[config.mk]
export PLATFORM = sky130hd
export DESIGN_NAME = uart_console_rx
export DESIGN_NICKNAME = d
export VERILOG_FILES = /design/src/rtl/uart_console_rx.sv
export SDC_FILE = /design/constraint.sdc
export NUM_CORES = 1
export LEC_CHECK = 0
export CAP_MARGIN = 20
export CORE_ASPECT_RATIO = 1.25
export CORE_UTILIZATION = 30
export CTS_CLUSTER_DIAMETER = 150
export DETAILED_ROUTE_END_ITERATION = 6
export PLACE_DENSITY_LB_ADDON = 0.08
export SYNTH_ARGS = -nofsm -noshare
export SYNTH_HDL_FRONTEND = slang
export SYNTH_SLANG_ARGS = --single-unit
[constraint.sdc]
create_clock -name clk_125_clk -period 4.55 [get_ports clk_125_clk]
set_clock_uncertainty 0.15 [all_clocks]
set_input_delay 0.455 -clock clk_125_clk [delete_from_list [all_inputs] [get_ports clk_125_clk]]
set_output_delay 0.455 -clock clk_125_clk [all_outputs]
set_load 0.01 [all_outputs]
[src/rtl/uart_console_rx.sv]
// rtl/uart_console_rx.sv - 8N1 console UART receiver with first-word fall-through byte FIFO
module uart_console_rx #(
  parameter int CLK_HZ       = 125000000,
  parameter int BAUD         = 115200,
  parameter int CLKS_PER_BIT = CLK_HZ / BAUD,
  parameter int HALF_BIT     = CLKS_PER_BIT / 2,
  parameter int FIFO_DEPTH   = 16
) (
  input  logic                          clk_125_clk,
  input  logic                          rst_125_reset,
  input  logic                          uart_conduit_txd,
  output logic [7:0]                    rx_data,
  output logic                          rx_valid,
  input  logic                          rx_ready,
  output logic                          rx_framing_err,
  output logic                          rx_overflow,
  output logic [$clog2(FIFO_DEPTH):0]   fifo_level
);

  localparam int CW = $clog2(CLKS_PER_BIT);
  localparam int AW = $clog2(FIFO_DEPTH);
  localparam int LW = AW + 1;

  localparam logic [CW-1:0] C_HALF_END = CW'(HALF_BIT - 1);
  localparam logic [CW-1:0] C_BIT_END  = CW'(CLKS_PER_BIT - 1);
  localparam logic [LW-1:0] C_DEPTH    = LW'(FIFO_DEPTH);

  typedef enum logic [2:0] {
    S_IDLE,
    S_START,
    S_DATA,
    S_STOP,
    S_BREAK
  } state_t;

  logic          r_sync1;
  logic          r_sync2;
  state_t        r_state;
  logic [CW-1:0] r_clk_cnt;
  logic [2:0]    r_bit_idx;
  logic [7:0]    r_shift;
  logic          r_framing_err;
  logic          r_overflow;

  logic [7:0]    r_mem [FIFO_DEPTH];
  logic [AW-1:0] r_wr_ptr;
  logic [AW-1:0] r_rd_ptr;
  logic [LW-1:0] r_level;

  logic w_stop_sample;
  logic w_push;
  logic w_pop;
  logic w_full;
  logic w_push_ok;

  assign w_stop_sample = (r_state == S_STOP) && (r_clk_cnt == C_BIT_END);
  assign w_push        = w_stop_sample && r_sync2;
  assign w_pop         = (r_level != '0) && rx_ready;
  assign w_full        = (r_level == C_DEPTH);
  // A full FIFO still takes the byte when the head leaves in the same cycle.
  assign w_push_ok     = w_push && (!w_full || w_pop);

  always_ff @(posedge clk_125_clk) begin
    if (rst_125_reset) begin
      r_sync1       <= 1'b1;
      r_sync2       <= 1'b1;
      r_state       <= S_IDLE;
      r_clk_cnt     <= '0;
      r_bit_idx     <= '0;
      r_shift       <= '0;
      r_framing_err <= 1'b0;
      r_overflow    <= 1'b0;
    end else begin
      r_sync1       <= uart_conduit_txd;
      r_sync2       <= r_sync1;
      r_framing_err <= 1'b0;
      if (w_push && !w_push_ok) begin
        r_overflow <= 1'b1;
      end
      case (r_state)
        S_IDLE: begin
          if (!r_sync2) begin
            r_clk_cnt <= '0;
            r_state   <= S_START;
          end
        end
        S_START: begin
          if (r_clk_cnt == C_HALF_END) begin
            r_clk_cnt <= '0;
            if (!r_sync2) begin
              r_bit_idx <= '0;
              r_state   <= S_DATA;
            end else begin
              r_state <= S_IDLE;
            end
          end else begin
            r_clk_cnt <= r_clk_cnt + 1'b1;
          end
        end
        S_DATA: begin
          if (r_clk_cnt == C_BIT_END) begin
            r_clk_cnt <= '0;
            r_shift   <= {r_sync2, r_shift[7:1]};
            if (r_bit_idx == 3'd7) begin
              r_state <= S_STOP;
            end else begin
              r_bit_idx <= r_bit_idx + 3'd1;
            end
          end else begin
            r_clk_cnt <= r_clk_cnt + 1'b1;
          end
        end
        S_STOP: begin
          if (r_clk_cnt == C_BIT_END) begin
            r_clk_cnt <= '0;
            if (r_sync2) begin
              r_state <= S_IDLE;
            end else begin
              r_framing_err <= 1'b1;
              r_state       <= S_BREAK;
            end
          end else begin
            r_clk_cnt <= r_clk_cnt + 1'b1;
          end
        end
        S_BREAK: begin
          if (r_sync2) begin
            r_state <= S_IDLE;
          end
        end
        default: r_state <= S_IDLE;
      endcase
    end
  end

  always_ff @(posedge clk_125_clk) begin
    if (rst_125_reset) begin
      r_wr_ptr <= '0;
      r_rd_ptr <= '0;
      r_level  <= '0;
      for (int i = 0; i < FIFO_DEPTH; i++) begin
        r_mem[i] <= '0;
      end
    end else begin
      if (w_push_ok) begin
        r_mem[r_wr_ptr] <= r_shift;
        r_wr_ptr        <= r_wr_ptr + 1'b1;
      end
      if (w_pop) begin
        r_rd_ptr <= r_rd_ptr + 1'b1;
      end
      case ({w_push_ok, w_pop})
        2'b10:   r_level <= r_level + 1'b1;
        2'b01:   r_level <= r_level - 1'b1;
        default: r_level <= r_level;
      endcase
    end
  end

  assign rx_data        = r_mem[r_rd_ptr];
  assign rx_valid       = (r_level != '0);
  assign fifo_level     = r_level;
  assign rx_framing_err = r_framing_err;
  assign rx_overflow    = r_overflow;

endmodule
==> qor.yml, run 1 <==
syn2layout_area_growth_pct: 13.0
fillers: 2570
core_area_sq_um: 26200
ys_seq_elements: 174
firstDrtPassIters: 4
clk_latency_ns: 0.44
fmax_mhz: 302
arrival_ns: 2.70
setup_slack_ns: 1.24
pre_cts_slack_ns: 1.24
post_drt_wl_per_cell_um: 19.5
regToRegSetupSlack_ns: 1.50
vias_per_cell: 4.76
cts_hold_buf: 0
grt_use_met3_pct: 2.83
root_buffer: "clkbuf_16"
die_area_sq_um: 27500
synth.cell_area_sq_um: 8050
wl_um: 19600
busiest_layer: "met2"
die_h_um: 185
cts.sinks: 174
cpPeakStageDelay_ns: 0.61
dpl.hpwl_um: 13300
synthAdderAreaFrac_pct: 2.27
numCtsBuffers: 17
fin_nets: 669
hold_start: "r_sync1$_SDFF_PP1_"
rows: 66
rr_worst_depth: 8
reg2reg_to: "fifo_level[4]$_SDFFE_PP0P_"
pin_count: 20
max_cap_violations: 0
r2r-start: "fifo_level[1]$_SDFFE_PP0P_"
power.density_nw_per_um2: 394
grtUsageMet1_pct: 18.7
critPathMaxFanout: 32
crit_path_end_kind: "output pin"
crit_path_top_delay_cell: "mux4_2"
criticalPathCategory: "reg2out"
hold_depth: 1
synth_top_family_by_area: "simple AND/OR/NAND/NOR gates"
crit_top_cell: "mux4_2"
peakVddDrop_mv: 0.263
syn_inst: 630
tritoncts: "done"
path_cells: "buf_12 -> mux4_2 -> mux4_2 -> clkdlybuf4s50_1"
holdPathEnd: "r_sync2$_SDFF_PP1_"
gp_congestion: 0.756
met2_usage_pct: 27.0
overflow: 0
die_x_um: 149
drt_iter0_markers: 315
num_antenna_cells: 0
run_status: "finished clean"
synth_cell_type_count: 53
finalMaxSlewViolations: 0
ctsLongestPathBuffers: 2
synth-main-ff-cell: "edfxtp_1"
setup_viol: 0
port_buffers: 19
htree_levels: 4
start_util_pct: 30.8
clk_pin_slew_ns: 0.07
muxShareOfSynthArea_pct: 13.4
required_ns: 3.94
synth_xor_area_share_pct: 1.74
yosys.area_share.simple_pct: 15.7
setup_tns_ns: 0
ys_warn_count: 0
grt_antenna_before_repair: 0
vias: 4782
layout-drive-gt1-share_pct: 16.7
grt_util_all_layers_pct: 15.4
hold_violations: 0
synth_compound_area_share_pct: 3.28
ant_nets: 0
cts_resized: 0
grt_max_degree: 37
rsz0062_at_grt: "false"
grt_pass1_wl_um: 30400
period_share_pct: 72.7
synth_seq_area_share_pct: 59.2
hp-class: "reg2reg"
worst_pin_slew_ns: 0.697
startpoint_type: "flip-flop"
synth_edf_count: 128
drc_errors: 0
grt_pass1_vias: 4972
synth_area_per_cell_sq_um: 12.8
relSlewSlack_pct: 53.6
fin_crit_ns: 3.31
power.leakage_nw: 2.80
postCtsSetupBuffers: 0
async_flop_share_pct: 0
syn_nets: 648
-- through the flow --
step                cell area (sq um)  hold WS, ns  power, mW  cells  util, %
floorplan                        8050        0.239       2.06    630        -
global placement                 8530        0.271       2.21    972     32.6
detailed placement               8530        0.256       2.21    972     32.6
CTS                              9100        0.272       3.63   1004     34.8
global route                     9100        0.282       3.72   1004     34.8
finish                           9100        0.265       3.59   1004     34.8
-- flip-flops by register name, indices dropped and copies added, names as in the netlist, named ones only --
signal	count
r_mem	128
r_rd_ptr	4
r_sync2	1
r_shift	8
fifo_level	5
rx_framing_err	1
r_state	3
r_bit_idx	3
rx_overflow	1
r_sync1	1
r_clk_cnt	11
r_wr_ptr	4
-- cells by family after synthesis --
group,Yosys count
compound gates,44
xor+xnor,16
fa+ha+maj,14
buf+inv,50
flops,174
mux,58
simple gates,274
-- power by group --
| part | internal, mW | total (mW) | switching [mW] |
|---|---|---|---|
| sequential | 1.77 | 1.80 | 0.0326 |
| combinational | 0.185 | 0.370 | 0.185 |
| clock | 0.782 | 1.42 | 0.634 |
-- placed cells by master (no fill, tap or decap), drive strengths merged, types with 2 or more instances in the layout --
master,count
nor2,169
edfxtp,128
nand2,50
dfxtp,46
mux4,40
o21ai,21
buf,21
clkbuf,21
clkdlybuf4s50,19
mux2i,17
inv,15
ha,13
nor3,10
a21oi,10
xnor2,10
nand3,9
clkinv,8
nor2b,7
xor2,6
or2,5
nand4,3
nand2b,3
and2,3
or3,3
or3b,3
a21o,3
and4,2
o32ai,2
a22oi,2
-- layer usage --
metal,share of wire (%),wire length [um]
met1,43,8320
met2,52,10200
met3,3.7,728
met4,1.6,307
met5,0,0
-- synth_stat cells (5+ instances only) --
| cell | instances | area [sq um] |
|---|---|---|
| inv_1 | 12 | 45.0 |
| nand3_1 | 9 | 45.0 |
| mux2i_1 | 17 | 170 |
| a21oi_1 | 10 | 50.1 |
| nor2_1 | 168 | 631 |
| or2_2 | 5 | 31.3 |
| clkbuf_1 | 15 | 56.3 |
| dfxtp_1 | 46 | 921 |
| mux4_2 | 40 | 901 |
| ha_1 | 13 | 163 |
| o21ai_0 | 20 | 100 |
| edfxtp_1 | 128 | 3840 |
| xor2_1 | 6 | 52.6 |
| xnor2_1 | 10 | 87.6 |
| buf_8 | 10 | 150 |
| nor3_1 | 10 | 50.1 |
| nand2_1 | 46 | 173 |
| nor2b_1 | 7 | 43.8 |
-- cell type report --
type / count / area (sq um) / area share, %
Tap cell: 340 / 425 / 4.67
Sequential cell: 174 / 4770 / 52.4
Clock buffer: 21 / 493 / 5.42
Clock inverter: 11 / 80.1 / 0.880
Multi-Input combinational cell: 406 / 2930 / 32.2
Inverter: 12 / 45.0 / 0.495
Timing Repair Buffer: 40 / 360 / 3.96
-- worst max-delay path by stage --
stage                                    start                         end  slack, ns  cells past startpoint
floorplan           fifo_level[0]$_SDFFE_PP0P_  fifo_level[4]$_SDFFE_PP0P_       1.67                      9
global placement                 rst_125_reset   r_mem[6][0]$_SDFFCE_PN0P_       1.26                      7
detailed placement               rst_125_reset   r_mem[6][1]$_SDFFCE_PN0P_       1.24                      7
CTS                                  flip-flop                  rx_data[4]       1.15                      4
global route                         flip-flop                  rx_data[4]       1.12                      4
finish                               flip-flop                  rx_data[4]       1.24                      4
-- worst max-delay path: cells and delay by family (launching register included) --
family   cells  cell delay [ns]
buf+inv      2             0.79
mux          2             1.11
flops        1             0.34
Power figures use the tool's default switching activity.
==> inputs of run 2 (changes only) <==
==> constraint.sdc (replaced) <==
create_clock -name clk_125_clk -period 2.85 [get_ports clk_125_clk]
set_clock_uncertainty 0.15 [all_clocks]
set_input_delay 0.285 -clock clk_125_clk [delete_from_list [all_inputs] [get_ports clk_125_clk]]
set_output_delay 0.285 -clock clk_125_clk [all_outputs]
set_load 0.01 [all_outputs]
==> run 2 against run 1 <==
  * Routed wire length increased by 0.69%
  * Clock-buffer cell count decreased by 4
  * Hold slack got worse by 0.0033 ns
  * Clock power increased by 70%
  * Sequential power grew 59%
  * Register-to-register slack got worse by 1.4 ns
  * Critical path depth is 4 higher
  * Core utilization grew 1.5 points
  * Flip-flop and latch count unchanged
  * Global-route usage grew 0.098 points
  * Cell count grew 3.9%
  * Power up 67%
  * Critical path type is now reg2reg
==> qor.yml, run 2 (same netlist as run 1, synthesis figures left out) <==
power.leakage_nw: 3.02
relSlewSlack_pct: 51.5
routed-wl-met3_um: 707
largest_register_ffs: 128
crit_top_cell: "buf_4"
arrival_ns: 2.77
rr_worst_depth: 8
crit_path_end_kind: "flip-flop"
hold_depth: 1
highest_layer: "met4"
setup_viol: 0
fmax_mhz: 365
wl_um: 19700
hold_start: "r_sync1$_SDFF_PP1_"
power.density_nw_per_um2: 631
period_share_pct: 96.1
fin_crit_ns: 2.74
required_ns: 2.88
grt_antenna_before_repair: 0
dpl.hpwl_um: 13300
tritoncts: "done"
grt_pass1_wl_um: 30600
core_area_sq_um: 26200
worst_pin_slew_ns: 0.726
cpPeakStageDelay_ns: 0.57
wl_met1_um: 8300
ctsLongestPathBuffers: 2
cts.sinks: 174
root_buffer: "clkbuf_16"
layout_commonest_cell: "nor2_1"
start_util_pct: 30.8
clk_pin_slew_ns: 0.07
clk_latency_ns: 0.43
die_area_sq_um: 27500
hp-class: "reg2reg"
die_x_um: 149
regMostFlops: "r_mem"
die_h_um: 185
hold_violations: 0
vias: 4954
rows: 66
syn2layout_area_growth_pct: 17.9
num_antenna_cells: 0
pin_count: 20
overflow: 0
holdPathEnd: "r_sync2$_SDFF_PP1_"
numCtsBuffers: 17
layout-drive-gt1-share_pct: 23.3
startpoint_type: "flip-flop"
top_regs: "r_mem (128), r_clk_cnt (11), r_shift (8)"
peakVddDrop_mv: 0.433
layout_common_cells: "nor2_1 (168), edfxtp_1 (128), buf_4 (54)"
htree_levels: 4
grt_pass1_vias: 5070
reg2reg_to: "r_mem[2][6]$_SDFFCE_PN0P_"
stdcell_area_sq_um: 9500
critPathMaxFanout: 17
fillers: 2515
post_drt_wl_per_cell_um: 18.9
port_buffers: 19
firstDrtPassIters: 5
path_cells: "or4_1 -> buf_4 -> or3b_4 -> and4_1 -> buf_12 -> nand2_8 -> o21ai_0 -> buf_4"
vias_per_cell: 4.75
wl_met2_um: 10300
r2r-start: "fifo_level[0]$_SDFFE_PP0P_"
ant_nets: 0
max_cap_violations: 0
drc_errors: 0
criticalPathCategory: "reg2reg"
regToRegSetupSlack_ns: 0.11
cts_hold_buf: 0
grt_util_all_layers_pct: 15.5
holdWs_ns: 0.262
grt_max_degree: 37
placed_cell_area_sq_um: 8810
finalMaxSlewViolations: 0
drt_iter0_markers: 300
crit_path_top_delay_cell: "or4_1"
fin_nets: 708
gp_congestion: 0.726
run_status: "finished clean"
[run 2: cell count changes in the layout (fill, tap and decap cells not counted), sizes merged]
cell,previous run,this run
buf,21,60
bufinv,0,3
clkbuf,21,25
clkdlybuf4s50,19,11
clkinv,8,5
clkinvlp,0,1
inv,15,18
[run 2: metal layers]
metal / up-vias / GRT usage [%]
li1: 2370 / -
met1: 2463 / 19.1
met2: 101 / 27.3
met3: 20 / 2.61
met4: 0 / 5.11
met5: - / 0
[run 2: timing repair]
item                       4_1_cts  5_1_grt
cloned                           2        0
resized for setup               21       13
buffers inserted                 2        3
pin swaps                        0        2
setup endpoints to repair        8        9
[run 2: worst max-delay path by stage]
| stage | start | endpoint | slack (ns) | depth (start not counted) |
|---|---|---|---|---|
| 4_1_cts | flip-flop | rx_data[6] | 0.002 | 5 |
| 3_5_place_dp | fifo_level[0]$_SDFFE_PP0P_ | fifo_level[4]$_SDFFE_PP0P_ | 0.07 | 8 |
| 6_report | fifo_level[0]$_SDFFE_PP0P_ | r_mem[2][6]$_SDFFCE_PN0P_ | 0.11 | 8 |
| 2_1_floorplan | fifo_level[0]$_SDFFE_PP0P_ | fifo_level[4]$_SDFFE_PP0P_ | 0.007 | 9 |
| 5_1_grt | r_clk_cnt[1]$_SDFFE_PP0P_ | fifo_level[4]$_SDFFE_PP0P_ | -0.02 | 12 |
| 3_3_place_gp | fifo_level[0]$_SDFFE_PP0P_ | fifo_level[4]$_SDFFE_PP0P_ | 0.08 | 8 |
[run 2: layout make-up]
class                   count  area, sq um  share of cell area, %
inverters                  12         45.0                  0.474
clock inverters            15          181                   1.91
well taps                 340          425                   4.48
flip-flops and latches    174         4770                   50.2
multi-input cells         406         2960                   31.2
repair buffers             79          686                   7.22
clock buffers              17          425                   4.48
[run 2: per-stage QoR]
step	instances	setup WS, ns	TNS [ns]	power, mW	util, %
2_1_floorplan	630	0.00734	0	3.31	-
3_3_place_gp	1004	0.0792	0	3.58	33.6
3_5_place_dp	1004	0.0704	0	3.59	33.6
4_1_cts	1040	0.00189	0	6.04	36.3
5_1_grt	1043	-0.0209	-0.0209	6.23	36.3
6_report	1043	0.112	0	5.99	36.3
[run 2: critical path, delay by kind of cell (launching register included)]
family	cells	cell delay, ns
flops	1	0.31
compound gates	1	0.14
simple gates	4	1.37
buf+inv	3	0.53
[run 2: report_power, final]
group          switching (mW)  internal (mW)
Clock                    1.03           1.40
Sequential             0.0483           2.82
Combinational           0.329          0.368
